<file path="config.mk">
export PLATFORM = sky130hd
export DESIGN_NAME = fw_sched_flat
export DESIGN_NICKNAME = d
export VERILOG_FILES = /design/src/rtl/fw_sched_if.sv /design/src/rtl/fw_sched.sv /design/src/flat_wrapper.sv
export SDC_FILE = /design/constraint.sdc
export NUM_CORES = 1
export LEC_CHECK = 0
export BUFFER_PORTS_ARGS = -buffer_cell sky130_fd_sc_hd__clkbuf_2
export CAP_MARGIN = 20
export CORE_ASPECT_RATIO = 2
export CORE_UTILIZATION = 50
export CTS_CLUSTER_SIZE = 28
export DETAILED_ROUTE_END_ITERATION = 8
export PLACE_DENSITY = 0.74
export SLEW_MARGIN = 10
export SYNTH_ARGS = -nofsm -noshare
export SYNTH_HDL_FRONTEND = slang
export SYNTH_SLANG_ARGS = --single-unit
export TNS_END_PERCENT = 20
</file>
<file path="constraint.sdc">
create_clock -name clk_i -period 6.1 [get_ports clk_i]
set_input_delay 0.61 -clock clk_i [delete_from_list [all_inputs] [get_ports clk_i]]
set_output_delay 0.61 -clock clk_i [all_outputs]
set_load 0.03 [all_outputs]
</file>
<file path="src/rtl/fw_sched_if.sv">
// fw_sched handshake bundle: start/config, tile fetcher, source beats,
// kernel controls and the optional perf counters.
interface fw_sched_if #(
  parameter int NBW = 8
) ();
  logic           start;
  logic [NBW-1:0] cfg_nb;
  logic           busy;
  logic           done;
  logic           tile_req;
  logic [NBW-1:0] tile_i;
  logic [NBW-1:0] tile_j;
  logic [NBW-1:0] tile_k;
  logic           tile_ack;
  logic           src_valid;
  logic           src_ready;
  logic           fw_enable;
  logic           fw_inhibit;
  logic [1:0]     fw_phase;
  logic           fw_in_valid;
  logic           fw_out_valid;
  logic           err;
  logic [31:0]    perf_drain;
  logic [31:0]    perf_stall;

  modport master (
    output start, cfg_nb, tile_ack, src_valid, fw_out_valid,
    input  busy, done, tile_req, tile_i, tile_j, tile_k,
    input  src_ready, fw_enable, fw_inhibit, fw_phase,
    input  fw_in_valid, err, perf_drain, perf_stall
  );

  modport slave (
    input  start, cfg_nb, tile_ack, src_valid, fw_out_valid,
    output busy, done, tile_req, tile_i, tile_j, tile_k,
    output src_ready, fw_enable, fw_inhibit, fw_phase,
    output fw_in_valid, err, perf_drain, perf_stall
  );
endinterface

</file>
<file path="src/rtl/fw_sched.sv">
// Blocked Floyd-Warshall round scheduler driving tile fetch and the fw kernel.
// Optional DRAIN/stall perf counters enabled by FW_SCHED_PERF_EN.
module fw_sched #(
  parameter int NBW        = 8,
  parameter int TILE_BEATS = 16,
  parameter int OCW        = 6
) (
  input logic       clk_i,
  input logic       rst_i,
  fw_sched_if.slave sched_io
);
  localparam int BW = (TILE_BEATS > 1) ? $clog2(TILE_BEATS) : 1;
  localparam logic [BW-1:0] LAST = BW'(TILE_BEATS - 1);

  typedef enum logic [2:0] {
    S_IDLE, S_ISSUE, S_STREAM, S_DRAIN, S_FIN
  } state_e;

  state_e         state_q, state_d;
  logic [NBW-1:0] nb_q, nb_d;
  logic [NBW-1:0] k_q, k_d;
  logic [NBW-1:0] i_q, i_d;
  logic [NBW-1:0] j_q, j_d;
  logic [1:0]     ph_q, ph_d;
  logic [BW-1:0]  beat_q, beat_d;
  logic [OCW-1:0] out_q, out_d;
  logic           err_q, err_d;

  logic           in_v;
  logic           has_nxt;
  logic [NBW-1:0] nx_i, nx_j;
  logic [NBW-1:0] first;
  logic [NBW:0]   k_w, nb_w, ni_w, nj_w, kn_w;

  // Next index on the non-k axis: step by one, hopping over k.
  function automatic logic [NBW:0] skip_k(
    input logic [NBW:0] x,
    input logic [NBW:0] k
  );
    logic [NBW:0] y;
    y = x + 1'b1;
    if (y == k) y = y + 1'b1;
    return y;
  endfunction

  assign k_w   = {1'b0, k_q};
  assign nb_w  = {1'b0, nb_q};
  assign kn_w  = k_w + 1'b1;
  assign first = (k_q == '0) ? NBW'(1) : '0;
  assign ni_w  = skip_k({1'b0, i_q}, k_w);
  assign nj_w  = skip_k({1'b0, j_q}, k_w);

  always_comb begin
    has_nxt = 1'b0;
    nx_i    = i_q;
    nx_j    = j_q;
    case (ph_q)
      2'd1: begin
        if (i_q == k_q) begin
          has_nxt = 1'b1;
          if (nj_w < nb_w) begin
            nx_j = nj_w[NBW-1:0];
          end else begin
            nx_i = first;
            nx_j = k_q;
          end
        end else if (ni_w < nb_w) begin
          has_nxt = 1'b1;
          nx_i    = ni_w[NBW-1:0];
        end
      end
      2'd2: begin
        if (nj_w < nb_w) begin
          has_nxt = 1'b1;
          nx_j    = nj_w[NBW-1:0];
        end else if (ni_w < nb_w) begin
          has_nxt = 1'b1;
          nx_i    = ni_w[NBW-1:0];
          nx_j    = first;
        end
      end
      default: ;
    endcase
  end

  assign in_v = sched_io.src_valid && (state_q == S_STREAM);

  always_comb begin
    out_d = out_q;
    err_d = err_q;
    case ({in_v, sched_io.fw_out_valid})
      2'b10: out_d = out_q + 1'b1;
      2'b01: begin
        if (out_q == '0) err_d = 1'b1;
        else out_d = out_q - 1'b1;
      end
      default: ;
    endcase
  end

  always_comb begin
    state_d = state_q;
    nb_d    = nb_q;
    k_d     = k_q;
    i_d     = i_q;
    j_d     = j_q;
    ph_d    = ph_q;
    beat_d  = beat_q;
    case (state_q)
      S_IDLE: begin
        if (sched_io.start) begin
          if (sched_io.cfg_nb == '0) begin
            state_d = S_FIN;
          end else begin
            state_d = S_ISSUE;
            nb_d    = sched_io.cfg_nb;
            k_d     = '0;
            i_d     = '0;
            j_d     = '0;
            ph_d    = 2'd0;
          end
        end
      end
      S_ISSUE: begin
        if (sched_io.tile_ack) begin
          state_d = S_STREAM;
          beat_d  = '0;
        end
      end
      S_STREAM: begin
        if (sched_io.src_valid) begin
          beat_d = beat_q + 1'b1;
          if (beat_q == LAST) begin
            if (has_nxt) begin
              state_d = S_ISSUE;
              i_d     = nx_i;
              j_d     = nx_j;
            end else begin
              state_d = S_DRAIN;
            end
          end
        end
      end
      S_DRAIN: begin
        // Leave as the last result retires; empty phases fall through.
        if (out_d == '0) begin
          state_d = S_ISSUE;
          if (ph_q == 2'd0 && nb_q > NBW'(1)) begin
            ph_d = 2'd1;
            i_d  = k_q;
            j_d  = first;
          end else if (ph_q == 2'd1) begin
            ph_d = 2'd2;
            i_d  = first;
            j_d  = first;
          end else if (kn_w < nb_w) begin
            ph_d = 2'd0;
            k_d  = kn_w[NBW-1:0];
            i_d  = kn_w[NBW-1:0];
            j_d  = kn_w[NBW-1:0];
          end else begin
            state_d = S_FIN;
          end
        end
      end
      S_FIN:   state_d = S_IDLE;
      default: state_d = S_IDLE;
    endcase
  end

  always_ff @(posedge clk_i or posedge rst_i) begin
    if (rst_i) begin
      state_q <= S_IDLE;
      nb_q    <= '0;
      k_q     <= '0;
      i_q     <= '0;
      j_q     <= '0;
      ph_q    <= 2'd0;
      beat_q  <= '0;
      out_q   <= '0;
      err_q   <= 1'b0;
    end else begin
      state_q <= state_d;
      nb_q    <= nb_d;
      k_q     <= k_d;
      i_q     <= i_d;
      j_q     <= j_d;
      ph_q    <= ph_d;
      beat_q  <= beat_d;
      out_q   <= out_d;
      err_q   <= err_d;
    end
  end

  assign sched_io.busy        = (state_q == S_ISSUE) ||
                                (state_q == S_STREAM) ||
                                (state_q == S_DRAIN);
  assign sched_io.done        = (state_q == S_FIN);
  assign sched_io.tile_req    = (state_q == S_ISSUE);
  assign sched_io.tile_i      = i_q;
  assign sched_io.tile_j      = j_q;
  assign sched_io.tile_k      = k_q;
  assign sched_io.src_ready   = (state_q == S_STREAM);
  assign sched_io.fw_enable   = (state_q == S_STREAM) ||
                                (state_q == S_DRAIN);
  assign sched_io.fw_inhibit  = (state_q != S_STREAM);
  assign sched_io.fw_phase    = ph_q;
  assign sched_io.fw_in_valid = in_v;
  assign sched_io.err         = err_q;

`ifdef FW_SCHED_PERF_EN
  logic [31:0] drain_q, stall_q;

  always_ff @(posedge clk_i or posedge rst_i) begin
    if (rst_i) begin
      drain_q <= '0;
      stall_q <= '0;
    end else if (state_q == S_IDLE && sched_io.start) begin
      drain_q <= '0;
      stall_q <= '0;
    end else begin
      if (state_q == S_DRAIN && drain_q != '1)
        drain_q <= drain_q + 1'b1;
      if (state_q == S_STREAM && !sched_io.src_valid &&
          stall_q != '1)
        stall_q <= stall_q + 1'b1;
    end
  end

  assign sched_io.perf_drain = drain_q;
  assign sched_io.perf_stall = stall_q;
`else
  assign sched_io.perf_drain = '0;
  assign sched_io.perf_stall = '0;
`endif
endmodule

</file>
<file path="src/flat_wrapper.sv">
// flat-port wrapper written by rule: the top's interface ports become plain ports
module fw_sched_flat 
#(
  parameter int NBW        = 8,
  parameter int TILE_BEATS = 16,
  parameter int OCW        = 6
)
  (clk_i, rst_i, sched_io_start, sched_io_cfg_nb, sched_io_tile_ack, sched_io_src_valid, sched_io_fw_out_valid, sched_io_busy, sched_io_done, sched_io_tile_req, sched_io_tile_i, sched_io_tile_j, sched_io_tile_k, sched_io_src_ready, sched_io_fw_enable, sched_io_fw_inhibit, sched_io_fw_phase, sched_io_fw_in_valid, sched_io_err, sched_io_perf_drain, sched_io_perf_stall);
  fw_sched_if #(.NBW(NBW)) sched_io_i ();
  input logic clk_i;
  input logic rst_i;
  input wire logic [$bits(sched_io_i.start)-1:0] sched_io_start;
  input wire logic [$bits(sched_io_i.cfg_nb)-1:0] sched_io_cfg_nb;
  input wire logic [$bits(sched_io_i.tile_ack)-1:0] sched_io_tile_ack;
  input wire logic [$bits(sched_io_i.src_valid)-1:0] sched_io_src_valid;
  input wire logic [$bits(sched_io_i.fw_out_valid)-1:0] sched_io_fw_out_valid;
  output wire logic [$bits(sched_io_i.busy)-1:0] sched_io_busy;
  output wire logic [$bits(sched_io_i.done)-1:0] sched_io_done;
  output wire logic [$bits(sched_io_i.tile_req)-1:0] sched_io_tile_req;
  output wire logic [$bits(sched_io_i.tile_i)-1:0] sched_io_tile_i;
  output wire logic [$bits(sched_io_i.tile_j)-1:0] sched_io_tile_j;
  output wire logic [$bits(sched_io_i.tile_k)-1:0] sched_io_tile_k;
  output wire logic [$bits(sched_io_i.src_ready)-1:0] sched_io_src_ready;
  output wire logic [$bits(sched_io_i.fw_enable)-1:0] sched_io_fw_enable;
  output wire logic [$bits(sched_io_i.fw_inhibit)-1:0] sched_io_fw_inhibit;
  output wire logic [$bits(sched_io_i.fw_phase)-1:0] sched_io_fw_phase;
  output wire logic [$bits(sched_io_i.fw_in_valid)-1:0] sched_io_fw_in_valid;
  output wire logic [$bits(sched_io_i.err)-1:0] sched_io_err;
  output wire logic [$bits(sched_io_i.perf_drain)-1:0] sched_io_perf_drain;
  output wire logic [$bits(sched_io_i.perf_stall)-1:0] sched_io_perf_stall;
  assign sched_io_i.start = sched_io_start;
  assign sched_io_i.cfg_nb = sched_io_cfg_nb;
  assign sched_io_i.tile_ack = sched_io_tile_ack;
  assign sched_io_i.src_valid = sched_io_src_valid;
  assign sched_io_i.fw_out_valid = sched_io_fw_out_valid;
  assign sched_io_busy = sched_io_i.busy;
  assign sched_io_done = sched_io_i.done;
  assign sched_io_tile_req = sched_io_i.tile_req;
  assign sched_io_tile_i = sched_io_i.tile_i;
  assign sched_io_tile_j = sched_io_i.tile_j;
  assign sched_io_tile_k = sched_io_i.tile_k;
  assign sched_io_src_ready = sched_io_i.src_ready;
  assign sched_io_fw_enable = sched_io_i.fw_enable;
  assign sched_io_fw_inhibit = sched_io_i.fw_inhibit;
  assign sched_io_fw_phase = sched_io_i.fw_phase;
  assign sched_io_fw_in_valid = sched_io_i.fw_in_valid;
  assign sched_io_err = sched_io_i.err;
  assign sched_io_perf_drain = sched_io_i.perf_drain;
  assign sched_io_perf_stall = sched_io_i.perf_stall;
  fw_sched #(.NBW(NBW), .TILE_BEATS(TILE_BEATS), .OCW(OCW)) u_core (.clk_i(clk_i), .rst_i(rst_i), .sched_io(sched_io_i));
endmodule
</file>
Word-level counts from Yosys, hierarchy flattened
Cells that the tools add are included.

Register bits after elaboration: 48. Input bits: 14. Output and inout bits: 98. Logic and storage cells: 133.

Add/sub/neg operators: 8. $lt $le $gt $ge: 4. Equal/unequal tests: 29. Multiplexer cells: 60. Bitwise operators: 1. Reduce and logical (&&, ||, !) cells: 22.

Operator list (count): $mux 8 (25); $pmux 8 s2 (3); $pmux 8 s3 (2); $add 8x1->9 const B (3); $lt 9x8->1 (3); $mux 3 (9); $reduce_and 11->1 (2); $add 9x1->9 const B (2); $eq 9x8->1 (2); $mux 9 (2); $logic_not 8->1 (2); $mux 2 (7); $logic_not 6->1 (2); $ne 2x2->1 const B (6); $pmux 3 s4 (1); $pmux 6 s2 (1); $reduce_and 5->1 (2); $eq 8x8->1 (1); $gt 8x1->1 const B (1); $mux 4 (2); $ne 2x1->1 const B (4); $pmux 4 s2 (1); $reduce_and 7->1 (1); $add 6x1->6 const B (1); other kinds (27) (39).

Longest topological paths before layout
Word-level depth: 11. Depth in mapped cells: 22. Depth with buffers taken out: 20.

Worst setup path after synthesis
OpenSTA, ideal clock, no wires.

Path type: reg2reg. From: reg u_core.j_q[0], in the netlist u_core.sched_io.tile_j[0]. To: reg u_core.j_q[1], in the netlist u_core.sched_io.tile_j[1]. Setup time: 125 ps. Arrival: 4804 ps. Data required time: 5975 ps. Setup slack: 1171 ps. Cell stages (with the launch flop): 22. Buffers on the path: 1. Period minus slack after synthesis: 4929 ps. Cells stage by stage: dfrtp_1 clkbuf_1 inv_1 ha_1 xor2_1 nand2_1 nor4_2 o2111ai_1 or2_2 o21ai_0 a21oi_1 xnor2_1 ha_1 nand2_1 o21ai_0 a21o_1 a211oi_1 nand3_2 nand3_1 o2111ai_1 a21oi_4 mux2_2.

Longest elaborated chain between the ends: 11. Elaborated cells on any way between the ends: 18. Those cells by class: 2 x add/sub; 1 x order compare; 3 x eq/ne; 11 x mux; 1 x reduce/logical.

RTL lines: start, declared (RTL line fw_sched.sv:23) `logic [NBW-1:0] j_q, j_d;`; start signal, assigned (RTL line fw_sched.sv:187) `j_q <= j_d;`; $add 8x1->9 * (RTL line fw_sched.sv:41) `y = x + 1'b1;`; $add 9x1->9 or $eq 9x8->1 (tied branches) (RTL line fw_sched.sv:42) `if (y == k) y = y + 1'b1;`; $mux 9 * (RTL line fw_sched.sv:42); $lt 9x8->1 (RTL line fw_sched.sv:61, fw_sched.sv:73); $mux 8 (RTL line fw_sched.sv:61) `if (nj_w < nb_w) begin`; $mux 8 (RTL line fw_sched.sv:59) `if (i_q == k_q) begin`; $pmux 8 s2 (RTL line fw_sched.sv:57) `case (ph_q)`; $mux 8 (RTL line fw_sched.sv:134) `if (has_nxt) begin`; $mux 8 (RTL line fw_sched.sv:133) `if (beat_q == LAST) begin`; $mux 8 (RTL line fw_sched.sv:131) `if (sched_io.src_valid) begin`; $pmux 8 s3 (RTL line fw_sched.sv:109) `case (state_q)`.

Every way passes the cells marked *; elsewhere a longest branch is shown, timed or not. The select of a mux whose other input is x is not followed. A chain may end at the register's enable or synchronous reset.

Worst setup path after layout
From: reg u_core.j_q[0], in the netlist u_core.sched_io.tile_j[0]. To: reg u_core.j_q[3], in the netlist u_core.sched_io.tile_j[3].

Same word-level chain as after synthesis.

==> summary.md <==
| Metric | Value |
|---|---|
| Outcome | `finished, final reports clean` |
| Post-synthesis register bit count | `48` |
| CP Launch Type | `flop` |
| Final ANT Viol Nets | `0` |
| WL final | `roughly 16 mm` |
| Syn Inst Count | `about 670` |
| Clock transition at path regs | `about 70 ps` |
| Hold WS | `~340 ps` |
| Hold Fails Final Rpt | `0` |
| Worst Path Arrival | `around 5800 ps` |
| Hold_buf cts | `0` |
| Reg-to-reg endpoint | `u_core.sched_io.tile_j[3]$_DFFE_PP0P_` |
| Worst-margin pin slew | `between 800 and 900 ps` |
| P per Cell Area | `between 400 and 500 nW/µm²` |
| FF-to-FF path depth | `20` |
| Kind of critical path | `reg -> reg` |
| Area grow syn2layout | `4.58%` |
| Yosys warning count | `0` |
| Post-CTS sizing | `0` |
| Crit. Startpoint | `u_core.sched_io.tile_j[0]$_DFFE_PP0P_` |
| Hold crit path type | `in -> async` |
| Final #Nets | `~740` |
| Netlist cell types | `76` |
| RSZ-0062 raised after global routing | `false` |
| # IOs | `around 110` |
| CTS tree | `yes` |
| First-pass GRT wire length | `about 25 mm` |
| Max capacitance violation total | `0` |
| Max Root-Sink Buffers | `2` |
| Via-per-instance ratio | `approximately 6` |
| Setup Skew | `between 6 and 7 ps` |
| Setup violations, final | `0` |
| Critical path's slowest cell | `dfrtp_1` |
| Fin cells | `approximately 830` |
| CP peak stage delay | `620 ps` |
| # DRC | `0` |
| Total Die Area | `between 10000 and 15000 µm²` |
| Die width | `around 75 µm` |
| R2R setup slack | `~510 ps` |
| Max FO, Critical Path | `17` |
| H-tree depth | `2` |
| Critical path data required time | `6290 ps` |
| Setup crit end | `u_core.sched_io.tile_j[3]$_DFFE_PP0P_` |
| # diodes | `0` |
| Layout cells sized above 1 | `about 14%` |
| Max Slew Vio Count | `0` |
| First-pass DRT Iterations | `5` |
| Clock period minus worst slack | `around 5600 ps` |
| Register area share after synthesis | `between 20% and 30%` |
| Drt initial violations | `approximately 370` |
| Number of I/O port buffers | `47` |
| Initial Utilization | `slightly above 50%` |
| Routed via count | `4969` |
| Top cells by area, synth | `dfrtp_1, buf_4, ha_1` |
| DP Cell Count | `822` |
| Setup TNS | `0 ps` |
| Netlist Area Pre-Place | `5380 µm²` |
| Placed cell area | `5430 µm²` |
| Post-DR wirelength/cell | `between 15 and 20 µm` |
| Async SR Flop Fraction | `100%` |
| DP HPWL | `roughly 12 mm` |
| Cell Rows | `53` |
| Largest net degree at the start of global routing | `49` |
| Vias in the first global route | `just under 5000` |
| CTS buffer count | `5` |
| Tcrit/Tclk final | `about nine tenths` |
| Die Height | `roughly 150 µm` |
| FMAX | `about 180 MHz` |
| Clk root buf | `clkbuf_16` |
| RePlAce Congestion | `slightly below 1` |
| Post-CTS Setup Bufs | `0` |
| Share of the synthesized area in the top cell type | `22.3%` |
| Core area | `roughly 10000 µm²` |
| Skew-Pair Late Insertion Delay | `~300 ps` |
| EDFF count, synth | `0` |
| Post-Syn Area per Cell | `roughly 8 µm²` |
| Total GRT Usage | `between 20% and 30%` |
| Relative slew slack | `43.4%` |
| Yosys top cell by area | `dfrtp_1` |
| CP Cell Sequence | `inv_1 > ha_1 > xor2_1 > nand2_1 > nor4_2 > o2111ai_1 > or2_2 > nor4_1 > a21oi_1 > xnor2_1 > ha_1 > nand2_1 > o21ai_0 > a21o_1 > a211oi_1 > nand3_2 > nand3_1 > o2111ai_1 > a21oi_4 > mux2_2` |
| Crit end category | `flop` |
| Ys flop type | `dfrtp_1` |
| Global route total overflow | `0` |
| Final Cell Area | `5620 µm²` |
| Sink Count | `between 40 and 50` |
| VDD IR-drop max | `between 0.0004 and 0.0005 V` |
| RR Startpoint | `u_core.sched_io.tile_j[0]$_DFFE_PP0P_` |
| Initial antenna violation count | `0` |
| Leakage power total | `2.63 nW` |
==> layout by cell type, fill, tap and decap left out, types with 11 or more instances in the layout <==
| master | n |
|---|---|
| a21oi_1 | 27 |
| o21ai_0 | 32 |
| xor2_1 | 18 |
| o22ai_1 | 14 |
| nor3_1 | 11 |
| mux2_2 | 15 |
| conb_1 | 64 |
| nor2b_1 | 11 |
| nand2_1 | 50 |
| dfrtp_1 | 48 |
| clkbuf_2 | 47 |
| inv_1 | 39 |
| nand4_1 | 12 |
| and3_1 | 11 |
| ha_1 | 37 |
| nand3_1 | 31 |
| a21o_1 | 12 |
| xnor2_1 | 29 |
| nor2_1 | 39 |
==> through the flow <==
step,power (mW),setup slack (ps),util (%)
after floorplan,1.74,1170,-
after global placement,2.07,785,51.8
after detailed placement,2.12,600,51.8
after CTS,2.45,576,53.5
after global routing,2.66,101,53.7
final,2.48,513,53.7
==> routing by layer <==
metal	vias up	track usage [%]	wire, µm	part of all wire, %
met5	-	0	0	0
li1	2304	-	-	-
met1	2347	28.2	5260	33
met4	0	21.8	1280	8.1
met2	230	53.3	8530	54
met3	88	4.95	724	4.6
==> critical path, delay by kind of cell, from the launching register on <==
kind	cells	cell delay, ps
AO/OA/AOI/OAI	7	1570
buffers and inverters	1	160
adder cells (fa/ha/maj)	2	700
flip-flops	1	620
XOR/XNOR	2	430
multiplexers	1	380
AND/OR/NAND/NOR	7	1620
==> logic make-up (layout without fill, tap and decap cells) <==
group / count (synthesis) / in the layout / synth area share, %
flip-flops: 48 / 48 / 22.3
multiplexers: 20 / 20 / 4.07
buffers and inverters: 138 / 102 / 14.5
AO/OA/AOI/OAI: 156 / 156 / 20.1
XOR/XNOR: 50 / 50 / 8.80
adder cells (fa/ha/maj): 37 / 37 / 8.61
other: 1 / 64 / 0.0697
AND/OR/NAND/NOR: 217 / 217 / 21.5
==> sequential cells by signal (all words and copies together) (netlist names) <==
name,count
u_core.sched_io.tile_i,8
u_core.sched_io.tile_j,8
u_core.out_q,6
u_core.sched_io.fw_phase,2
u_core.nb_q,8
u_core.beat_q,4
u_core.sched_io.tile_k,8
u_core.state_q,3
u_core.sched_io.err,1
==> area by class of cell <==
cell class	instances	area, µm²
clock inverter	3	46.3
clock buffer	5	125
sequential	48	1200
timing repair buffer	53	293
multi-input combinational	544	3630
fill	1063	4850
tap	137	171
inverter	41	154
==> cells in the mapped netlist, drive strengths merged (4+ instances only) <==
| master | count |
|---|---|
| a211oi | 7 |
| a21o | 12 |
| a21oi | 28 |
| a31oi | 10 |
| and2 | 8 |
| and3 | 11 |
| buf | 76 |
| clkbuf | 21 |
| dfrtp | 48 |
| ha | 37 |
| inv | 41 |
| mux2 | 15 |
| mux2i | 5 |
| nand2 | 50 |
| nand2b | 10 |
| nand3 | 33 |
| nand4 | 12 |
| nor2 | 39 |
| nor2b | 11 |
| nor3 | 12 |
| nor4 | 9 |
| o211ai | 8 |
| o21ai | 36 |
| o221ai | 4 |
| o22ai | 14 |
| o31ai | 9 |
| or3 | 5 |
| xnor2 | 30 |
| xor2 | 18 |
==> how the worst min path moves through the flow <==
stage	depth (start not counted)	endpoint	slack, ps	startpoint
6_report	2	u_core.sched_io.tile_j[2]$_DFFE_PP0P_	340	rst_i
5_1_grt	2	u_core.out_q[2]$_DFF_PP0_	400	rst_i
4_1_cts	1	u_core.sched_io.err$_DFFE_PP0P_	490	u_core.sched_io.err$_DFFE_PP0P_
3_5_place_dp	1	u_core.sched_io.err$_DFFE_PP0P_	470	u_core.sched_io.err$_DFFE_PP0P_
3_3_place_gp	1	u_core.sched_io.err$_DFFE_PP0P_	460	u_core.sched_io.err$_DFFE_PP0P_
2_1_floorplan	1	u_core.beat_q[0]$_DFFE_PP0P_	490	u_core.beat_q[0]$_DFFE_PP0P_
==> power by group <==
| part | switching (mW) | internal (mW) | leakage (nW) |
|---|---|---|---|
| clock network | 0.138 | 0.195 | 0.0804 |
| logic | 1.03 | 0.557 | 1.92 |
| registers | 0.152 | 0.406 | 0.631 |
| total | 1.32 | 1.16 | 2.63 |
(Power assumes the default switching activity.)
